===== src/rtl/gpio_pkg.sv =====
// Shared types and constants for the GPIO output buffer.
// The optional drop counter is enabled by defining GPIO_OVF_COUNT_EN.
package gpio_pkg;

    localparam int GPIO_DATA_W = 8;
    localparam int GPIO_DEPTH  = 8;

    typedef enum logic {
        IDLE = 1'b0,
        HOLD = 1'b1
    } gpio_buf_state_t;

    // Width of an occupancy counter that must represent 0..depth inclusive.
    function automatic int gpio_level_w(input int depth);
        return $clog2(depth) + 1;
    endfunction

endpackage


===== src/rtl/gpio_fifo.sv =====
// Circular byte store behind the output slot; ENTRIES may be as small as 1.
module gpio_fifo #(
    parameter int DATA_W  = 8,
    parameter int ENTRIES = 7
) (
    input  logic              clk,
    input  logic              rst,
    input  logic              push,
    input  logic              pop,
    input  logic [DATA_W-1:0] din,
    output logic [DATA_W-1:0] head,
    output logic              empty,
    output logic              full
);
    // A single-entry store still needs a one-bit pointer.
    localparam int PTR_W = (ENTRIES > 1) ? $clog2(ENTRIES) : 1;
    localparam int CNT_W = $clog2(ENTRIES + 1);

    logic [DATA_W-1:0] mem [ENTRIES];
    logic [PTR_W-1:0]  wr_ptr_reg;
    logic [PTR_W-1:0]  rd_ptr_reg;
    logic [CNT_W-1:0]  count_reg;

    function automatic logic [PTR_W-1:0] next_ptr(input logic [PTR_W-1:0] p);
        return (p == PTR_W'(ENTRIES - 1)) ? '0 : p + 1'b1;
    endfunction

    always_ff @(posedge clk) begin
        if (push) begin
            mem[wr_ptr_reg] <= din;
        end
    end

    always_ff @(posedge clk or posedge rst) begin
        if (rst) begin
            wr_ptr_reg <= '0;
            rd_ptr_reg <= '0;
            count_reg  <= '0;
        end else begin
            if (push) begin
                wr_ptr_reg <= next_ptr(wr_ptr_reg);
            end
            if (pop) begin
                rd_ptr_reg <= next_ptr(rd_ptr_reg);
            end
            case ({push, pop})
                2'b10:   count_reg <= count_reg + 1'b1;
                2'b01:   count_reg <= count_reg - 1'b1;
                default: count_reg <= count_reg;
            endcase
        end
    end

    assign head  = mem[rd_ptr_reg];
    assign empty = (count_reg == '0);
    assign full  = (count_reg == CNT_W'(ENTRIES));

endmodule


===== src/rtl/gpio_out_buffer.sv =====
// GPIO store buffer: FIFO plus registered output slot drained over valid/ready.
// Define GPIO_OVF_COUNT_EN to add the saturating ovf_count output.
module gpio_out_buffer
    import gpio_pkg::*;
#(
    parameter int DATA_W = GPIO_DATA_W,
    parameter int DEPTH  = GPIO_DEPTH
) (
    input  logic                       clk,
    input  logic                       rst,
    input  logic [DATA_W-1:0]          gpio_data,
    input  logic                       gpio_en,
    output logic [DATA_W-1:0]          out_data,
    output logic                       out_valid,
    input  logic                       out_ready,
    output logic [gpio_level_w(DEPTH)-1:0] level,
    output logic                       full,
    output logic                       empty,
    output logic                       ovf,
`ifdef GPIO_OVF_COUNT_EN
    output logic [7:0]                 ovf_count,
`endif
    input  logic                       ovf_clr
);
    localparam int LVL_W = gpio_level_w(DEPTH);

    gpio_buf_state_t   state_reg;
    logic [DATA_W-1:0] slot_reg;
    logic              valid_reg;
    logic [LVL_W-1:0]  level_reg;
    logic [LVL_W-1:0]  level_next;
    logic              full_reg;
    logic              empty_reg;
    logic              ovf_reg;

    logic              pop;
    logic              push_ok;
    logic              drop;
    logic              fifo_push;
    logic              fifo_pop;
    logic [DATA_W-1:0] fifo_head;
    logic              fifo_empty;
    logic              fifo_full;

    assign pop     = valid_reg && out_ready;
    assign push_ok = gpio_en && (!full_reg || pop);
    assign drop    = gpio_en && full_reg && !pop;

    // While the slot is refilled from an empty FIFO, the push bypasses the FIFO.
    always_comb begin
        fifo_push = 1'b0;
        fifo_pop  = 1'b0;
        if (state_reg == HOLD) begin
            if (pop && !fifo_empty) begin
                fifo_pop  = 1'b1;
                fifo_push = push_ok;
            end else if (!pop) begin
                fifo_push = push_ok;
            end
        end
    end

    gpio_fifo #(
        .DATA_W  (DATA_W),
        .ENTRIES (DEPTH - 1)
    ) u_fifo (
        .clk   (clk),
        .rst   (rst),
        .push  (fifo_push),
        .pop   (fifo_pop),
        .din   (gpio_data),
        .head  (fifo_head),
        .empty (fifo_empty),
        .full  (fifo_full)
    );

    always_ff @(posedge clk or posedge rst) begin
        if (rst) begin
            state_reg <= IDLE;
            slot_reg  <= '0;
            valid_reg <= 1'b0;
        end else begin
            case (state_reg)
                IDLE: begin
                    if (push_ok) begin
                        slot_reg  <= gpio_data;
                        valid_reg <= 1'b1;
                        state_reg <= HOLD;
                    end
                end
                HOLD: begin
                    if (pop) begin
                        if (!fifo_empty) begin
                            slot_reg <= fifo_head;
                        end else if (push_ok) begin
                            slot_reg <= gpio_data;
                        end else begin
                            valid_reg <= 1'b0;
                            state_reg <= IDLE;
                        end
                    end
                end
                default: begin
                    state_reg <= IDLE;
                    valid_reg <= 1'b0;
                end
            endcase
        end
    end

    always_comb begin
        level_next = level_reg;
        if (push_ok && !pop) begin
            level_next = level_reg + 1'b1;
        end else if (pop && !push_ok) begin
            level_next = level_reg - 1'b1;
        end
    end

    always_ff @(posedge clk or posedge rst) begin
        if (rst) begin
            level_reg <= '0;
            full_reg  <= 1'b0;
            empty_reg <= 1'b1;
            ovf_reg   <= 1'b0;
        end else begin
            level_reg <= level_next;
            full_reg  <= (level_next == LVL_W'(DEPTH));
            empty_reg <= (level_next == '0);
            // A drop wins over a same-cycle clear.
            if (drop) begin
                ovf_reg <= 1'b1;
            end else if (ovf_clr) begin
                ovf_reg <= 1'b0;
            end
        end
    end

`ifdef GPIO_OVF_COUNT_EN
    logic [7:0] ovf_count_reg;

    always_ff @(posedge clk or posedge rst) begin
        if (rst) begin
            ovf_count_reg <= '0;
        end else if (ovf_clr) begin
            ovf_count_reg <= drop ? 8'd1 : 8'd0;
        end else if (drop && (ovf_count_reg != 8'hFF)) begin
            ovf_count_reg <= ovf_count_reg + 1'b1;
        end
    end

    assign ovf_count = ovf_count_reg;
`endif

    assign out_data  = slot_reg;
    assign out_valid = valid_reg;
    assign level     = level_reg;
    assign full      = full_reg;
    assign empty     = empty_reg;
    assign ovf       = ovf_reg;

    logic unused_fifo_full;
    assign unused_fifo_full = fifo_full;

endmodule


===== config.mk =====
export PLATFORM = sky130hd
export DESIGN_NAME = gpio_out_buffer
export DESIGN_NICKNAME = d
export VERILOG_FILES = /design/src/rtl/gpio_pkg.sv /design/src/rtl/gpio_fifo.sv /design/src/rtl/gpio_out_buffer.sv
export SDC_FILE = /design/constraint.sdc
export NUM_CORES = 1
export LEC_CHECK = 0
export BUFFER_PORTS_ARGS = -buffer_cell sky130_fd_sc_hd__buf_4
export CAP_MARGIN = 20
export CORE_ASPECT_RATIO = 1.5
export CORE_MARGIN = 1.5
export CORE_UTILIZATION = 55
export DETAILED_ROUTE_END_ITERATION = 8
export GPL_ROUTABILITY_DRIVEN = 0
export PLACE_DENSITY_LB_ADDON = 0.05
export SYNTH_ARGS = -nofsm -noshare
export SYNTH_HDL_FRONTEND = slang
export SYNTH_SLANG_ARGS = --single-unit

===== constraint.sdc =====
create_clock -name clk -period 4.65 [get_ports clk]
set_input_delay 0.93 -clock clk [delete_from_list [all_inputs] [get_ports clk]]
set_output_delay 0.93 -clock clk [all_outputs]
set_load 0.005 [all_outputs]

Word-level counts from Yosys, hierarchy flattened
Memory sizes are Yosys's and may differ from the RTL's.
Index checks and enable logic that the tools add are counted.
W data, S select, Z words.

storage, ports and cells
  register bits after elaboration = 26
  bits in writable memories = 56
  input port bits = 13
  output and inout bits = 16
  logic and storage cells = 71
  memories = 1

memory list
  memory      words  bits a word  read ports  clocked after Yosys merged registers in  wr ports  line             text
  u_fifo.mem  7      8            1           0                                        1         gpio_fifo.sv:19  logic [DATA_W-1:0] mem [ENTRIES];

operators by class
  add/subtract/negate cells = 6
  eq/ne operators = 9
  multiplexer cells = 27
  bitwise operators = 1
  reductions and logical operators = 17

operator list
  cell                   number
  $mux W8                3
  $mux W1                16
  $pmux W8 S2            1
  $add A3 B1 Y3 const B  3
  $mux W4                2
  $logic_and A1 B1 Y1    7
  $eq A3 B3 Y1 const B   2
  $mux W3                2
  $pmux W3 S2            1
  $add A4 B1 Y4 const B  1
  $eq A4 B4 Y1 const B   1
  $logic_not A1 Y1       4
  $logic_not A4 Y1       1
  $ne A2 B1 Y1 const B   2
  $ne A2 B2 Y1 const B   2
  $pmux W1 S2            2
  $reduce_and A4 Y1      1
  $reduce_bool A2 Y1     2
  $sub A4 B1 Y4 const B  1
  $logic_not A3 Y1       1
  $sub A3 B1 Y3 const B  1
  $eq A2 B1 Y1 const B   1
  $eq A2 B2 Y1 const B   1
  $logic_or A1 B1 Y1     1
  $not A1 Y1             1

Logic depth before layout (Yosys ltp)
  depth after elaboration = 8
  depth in mapped cells = 11
  depth with buffers taken out = 8

Hierarchy
Synthesis repeated with hierarchy kept, for this count alone.

unflattened totals
  cell total of the unflattened synthesis = 260
  area, all modules = 3731.1 um^2

by module, submodules not included
  module           instances  cells an instance  area each (um^2)  seq. area each (um^2)
  gpio_fifo        1          165                2785.2            1906.8
  gpio_out_buffer  1          95                 945.9             426.7

Least setup slack after synthesis
No wires, ideal clock.

  path type = input port to flip-flop
  from = input out_ready
  to = register u_fifo.count_reg[2]
  library setup time = 0.079 ns
  data arrival time = 2.578 ns
  required time = 4.571 ns
  setup slack = 1.992 ns
  stages on the path = 11
  buffers on the path = 3
  path through = and2_1 buf_6 and3_4 buf_6 buf_2 ha_1 inv_1 fa_1 xor2_1 nor2_1 xor2_1

on the way
  elaborated cells on any way between the ends = 13
  classes of those cells = eq/ne: 2; mux: 6; reduce/logical: 5

RTL lines
  element                                                   line                   text
  start: declaration                                        gpio_out_buffer.sv:15  input logic out_ready,
  $logic_and A1 B1 Y1 (*)                                   gpio_out_buffer.sv:45  assign pop = valid_reg && out_ready;
  $logic_and A1 B1 Y1 (*)                                   gpio_out_buffer.sv:54  if (pop && !fifo_empty) begin
  $mux W1 (*)                                               gpio_out_buffer.sv:54
  $mux W1 (*)                                               gpio_out_buffer.sv:53  if (state_reg == HOLD) begin
  net fifo_pop                                              gpio_out_buffer.sv:40  logic fifo_pop;
  $eq A2 B1 Y1 / $eq A2 B2 Y1 (equally long branches)       gpio_fifo.sv:46        case ({push, pop})
  $pmux W3 S2 / $reduce_bool A2 Y1 (equally long branches)  -
  end signal: assignment                                    gpio_fifo.sv:47        2'b10: count_reg <= count_reg + 1'b1;
  end signal: assignment                                    gpio_fifo.sv:48        2'b01: count_reg <= count_reg - 1'b1;
  end signal: assignment                                    gpio_fifo.sv:49        default: count_reg <= count_reg;
  end: declaration                                          gpio_fifo.sv:22        logic [CNT_W-1:0] count_reg;

The timed path passes the listed nets; every way through them passes the cells marked *.
A chain may end at the register's enable or synchronous reset.

Final worst setup path
  from = input out_ready
  to = register u_fifo.count_reg[2]

on the way
  word-level cells in the longest chain between the ends = 8
  elaborated cells on any way between the ends = 13
  classes of those cells = eq/ne: 2; mux: 6; reduce/logical: 5

ends and longest elaborated chain
  element                                                   line                   text
  $logic_and A1 B1 Y1 (*)                                   gpio_out_buffer.sv:45
  $logic_or A1 B1 Y1                                        gpio_out_buffer.sv:46  assign push_ok = gpio_en && (!full_reg || pop);
  $logic_and A1 B1 Y1                                       gpio_out_buffer.sv:46
  $mux W1                                                   gpio_out_buffer.sv:57  end else if (!pop) begin
  $mux W1                                                   gpio_out_buffer.sv:54
  $mux W1                                                   gpio_out_buffer.sv:53
  $eq A2 B1 Y1 / $eq A2 B2 Y1 (equally long branches)       gpio_fifo.sv:46
  $pmux W3 S2 / $reduce_bool A2 Y1 (equally long branches)  -

Mark *: on every way between the ends. The rest lies on a longest branch, timed or not.

==> run metrics <==
status finished, final reports clean; Startpoint Class input port; CTS Buf Count 9; Max clock buf depth 2; Max Cap Viol 0; R2R cell count 8; share of cells above drive strength 1 0.2509; Max Transition Viols Final 0; WS Path Type in2reg; post-route clock period utilization 0.5257; vias in the first global route 1941; leak pwr 1.492 nW; count leader, synth edfxtp_1; CTS Hold Bufs 0; H-tree Lvls 3; Max VDD drop 313.4 µV; synthesized flop and latch total 82; # setup viols final 0; Arr. time, crit path 2.73 ns; Synth area leader edfxtp_1; asr flop ratio synth 0.3171; gr usage total 0.2166; Synth top cells by count edfxtp_1 (56), dfrtp_1 (25), nand2_1 (17); Post-Syn Nets 248; remaining antenna violation count after routing 0; Vias/cell 5.760; synthesis-to-finish area growth 14.67%; clock latency at the later pin of the worst-skew pair 0.36 ns; drt initial violations 63; CP max FO 14; Mean Syn Cell Area 14.95 µm²; grt ovf 0; Required @ worst endpoint 4.94 ns; Synth area leaders edfxtp_1 (49%), dfrtp_1 (18%), mux4_2 (5.2%); Place WS 1.602 ns; sum of negative setup slack 0 ns; Mapped Area 0.003455 mm²; Remaining DRCs 0; final hold violations 0; Final Core Density 0.6508; IO Port Bufs 28; initial antenna violation count 0; row count 35; root buf cell clkbuf_8; ys flop type edfxtp_1; Setup crit end kind register; area of the core 0.006087 mm²; HP Class in2async; Final min period 2.445 ns; nets 279; starting density of the core 0.5675; DP HPWL 4.389 mm; sequential element share of the synthesized area 0.6755; Mapped Cells 231; post-CTS setup buffer count 0; I/O pin total 29; global-route wire length before repair 10.16 mm; share of the synthesized area in the top cell type 0.4868; final setup margin 2.205 ns; EDFF count, synth 56; wirelength, routed 6.471 mm; largest net degree at the start of global routing 27; Die X 67.71 µm; Slew headroom 0.4205; n_diodes 0; fmax 409.1 MHz; Worst Skew 0.01277 ns; Yosys warning total 0; die area 0.006775 mm²; Reg clk slew, reported paths 0.09 ns; RSZ-0062 raised after global routing no; DR vias 1964; Distinct cells, synth 44; clk sink count 82; DR pass1 iterations 4; Power Dens Cells 583.2 mW/mm²; CTS tree built; CTS resizes 0; Slew @ Worst Pin 0.8660 ns; Die Y 100.1 µm; Routed WL per cell 18.98 µm; Largest register FFs 56
==> path summary, 6_finish.rpt <==
path	start	to	slack (ns)
max	out_ready	u_fifo.count_reg[2]	2.21
min	rst	out_data[5]	0.45
max reg2reg	u_fifo.count_reg[0]	u_fifo.count_reg[2]	2.33
min reg2reg	u_fifo.count_reg[2]	u_fifo.count_reg[2]	0.49
max in group asynchronous	rst	empty	3.75
min in group clk	u_fifo.count_reg[2]	u_fifo.count_reg[2]	0.49
==> layout by cell type (no fill, tap or decap), types with 2 or more instances in the layout <==
master      n
a21o_1      3
a21oi_1     6
a31oi_1     8
buf_4      29
bufinv_16   2
clkbuf_8    9
dfrtp_1    25
edfxtp_1   56
ha_1        3
inv_1       9
mux2i_1    11
mux4_2      8
nand2_1    17
nand2b_1   10
nor2_1      8
nor3_1      3
nor4_1      2
o211ai_1    8
o21ai_0     6
o22ai_1     9
xnor2_1     4
xor2_1      2
==> logic make-up after synthesis <==
group                      Yosys count  share of synthesized area
AOI/OAI and AO/OA                   47                    0.09526
xor gates and xnor gates             6                    0.01521
adders and majority gates            4                    0.01666
DFF                                 82                     0.6755
buffers and inverters               22                    0.03079
and+or+nand+nor                     50                    0.07932
muxes                               20                    0.08729
==> critical path, stage by stage <==
cell and delay, ns:
buf_4 0.09, and2_1 0.26, and3_4 0.35, ha_1 0.21, inv_1 0.06, fa_1 0.37
xor2_1 0.15, nor2_1 0.13, xor2_1 0.17
==> metrics by stage <==
stage / hold slack, ns / total power, mW / area, µm² / std cells
final: 0.4483 / 2.310 / 3961 / 341
after floorplan: 0.4425 / 1.515 / 3455 / 231
after detailed placement: 0.4663 / 1.753 / 3696 / 322
after global placement: 0.4627 / 1.737 / 3696 / 322
after global routing: 0.4516 / 2.442 / 3961 / 341
after CTS: 0.4778 / 2.319 / 3921 / 338
==> report_power, final <==
group / total (mW) / switching [mW] / internal [mW]
clock: 0.574 / 0.267 / 0.308
combinational: 0.649 / 0.323 / 0.326
sequential: 1.09 / 0.125 / 0.962
==> layout make-up <==
class                      count  area [µm²]
sequential                    82        2333
tap                           74       92.59
multi-input combinational    127        1015
fill                         450        2126
inverter                      10       37.54
clock inverter                 7       101.3
clock buffer                   9       123.9
timing repair buffer          32       257.7
==> per-layer routing <==
metal,part of all wire,GRT usage
met1,0.41,0.2758
met4,0.017,0.08477
met3,0.032,0.04372
met5,0,0
met2,0.54,0.3597
No activity file was read; power rests on OpenSTA's default activity.
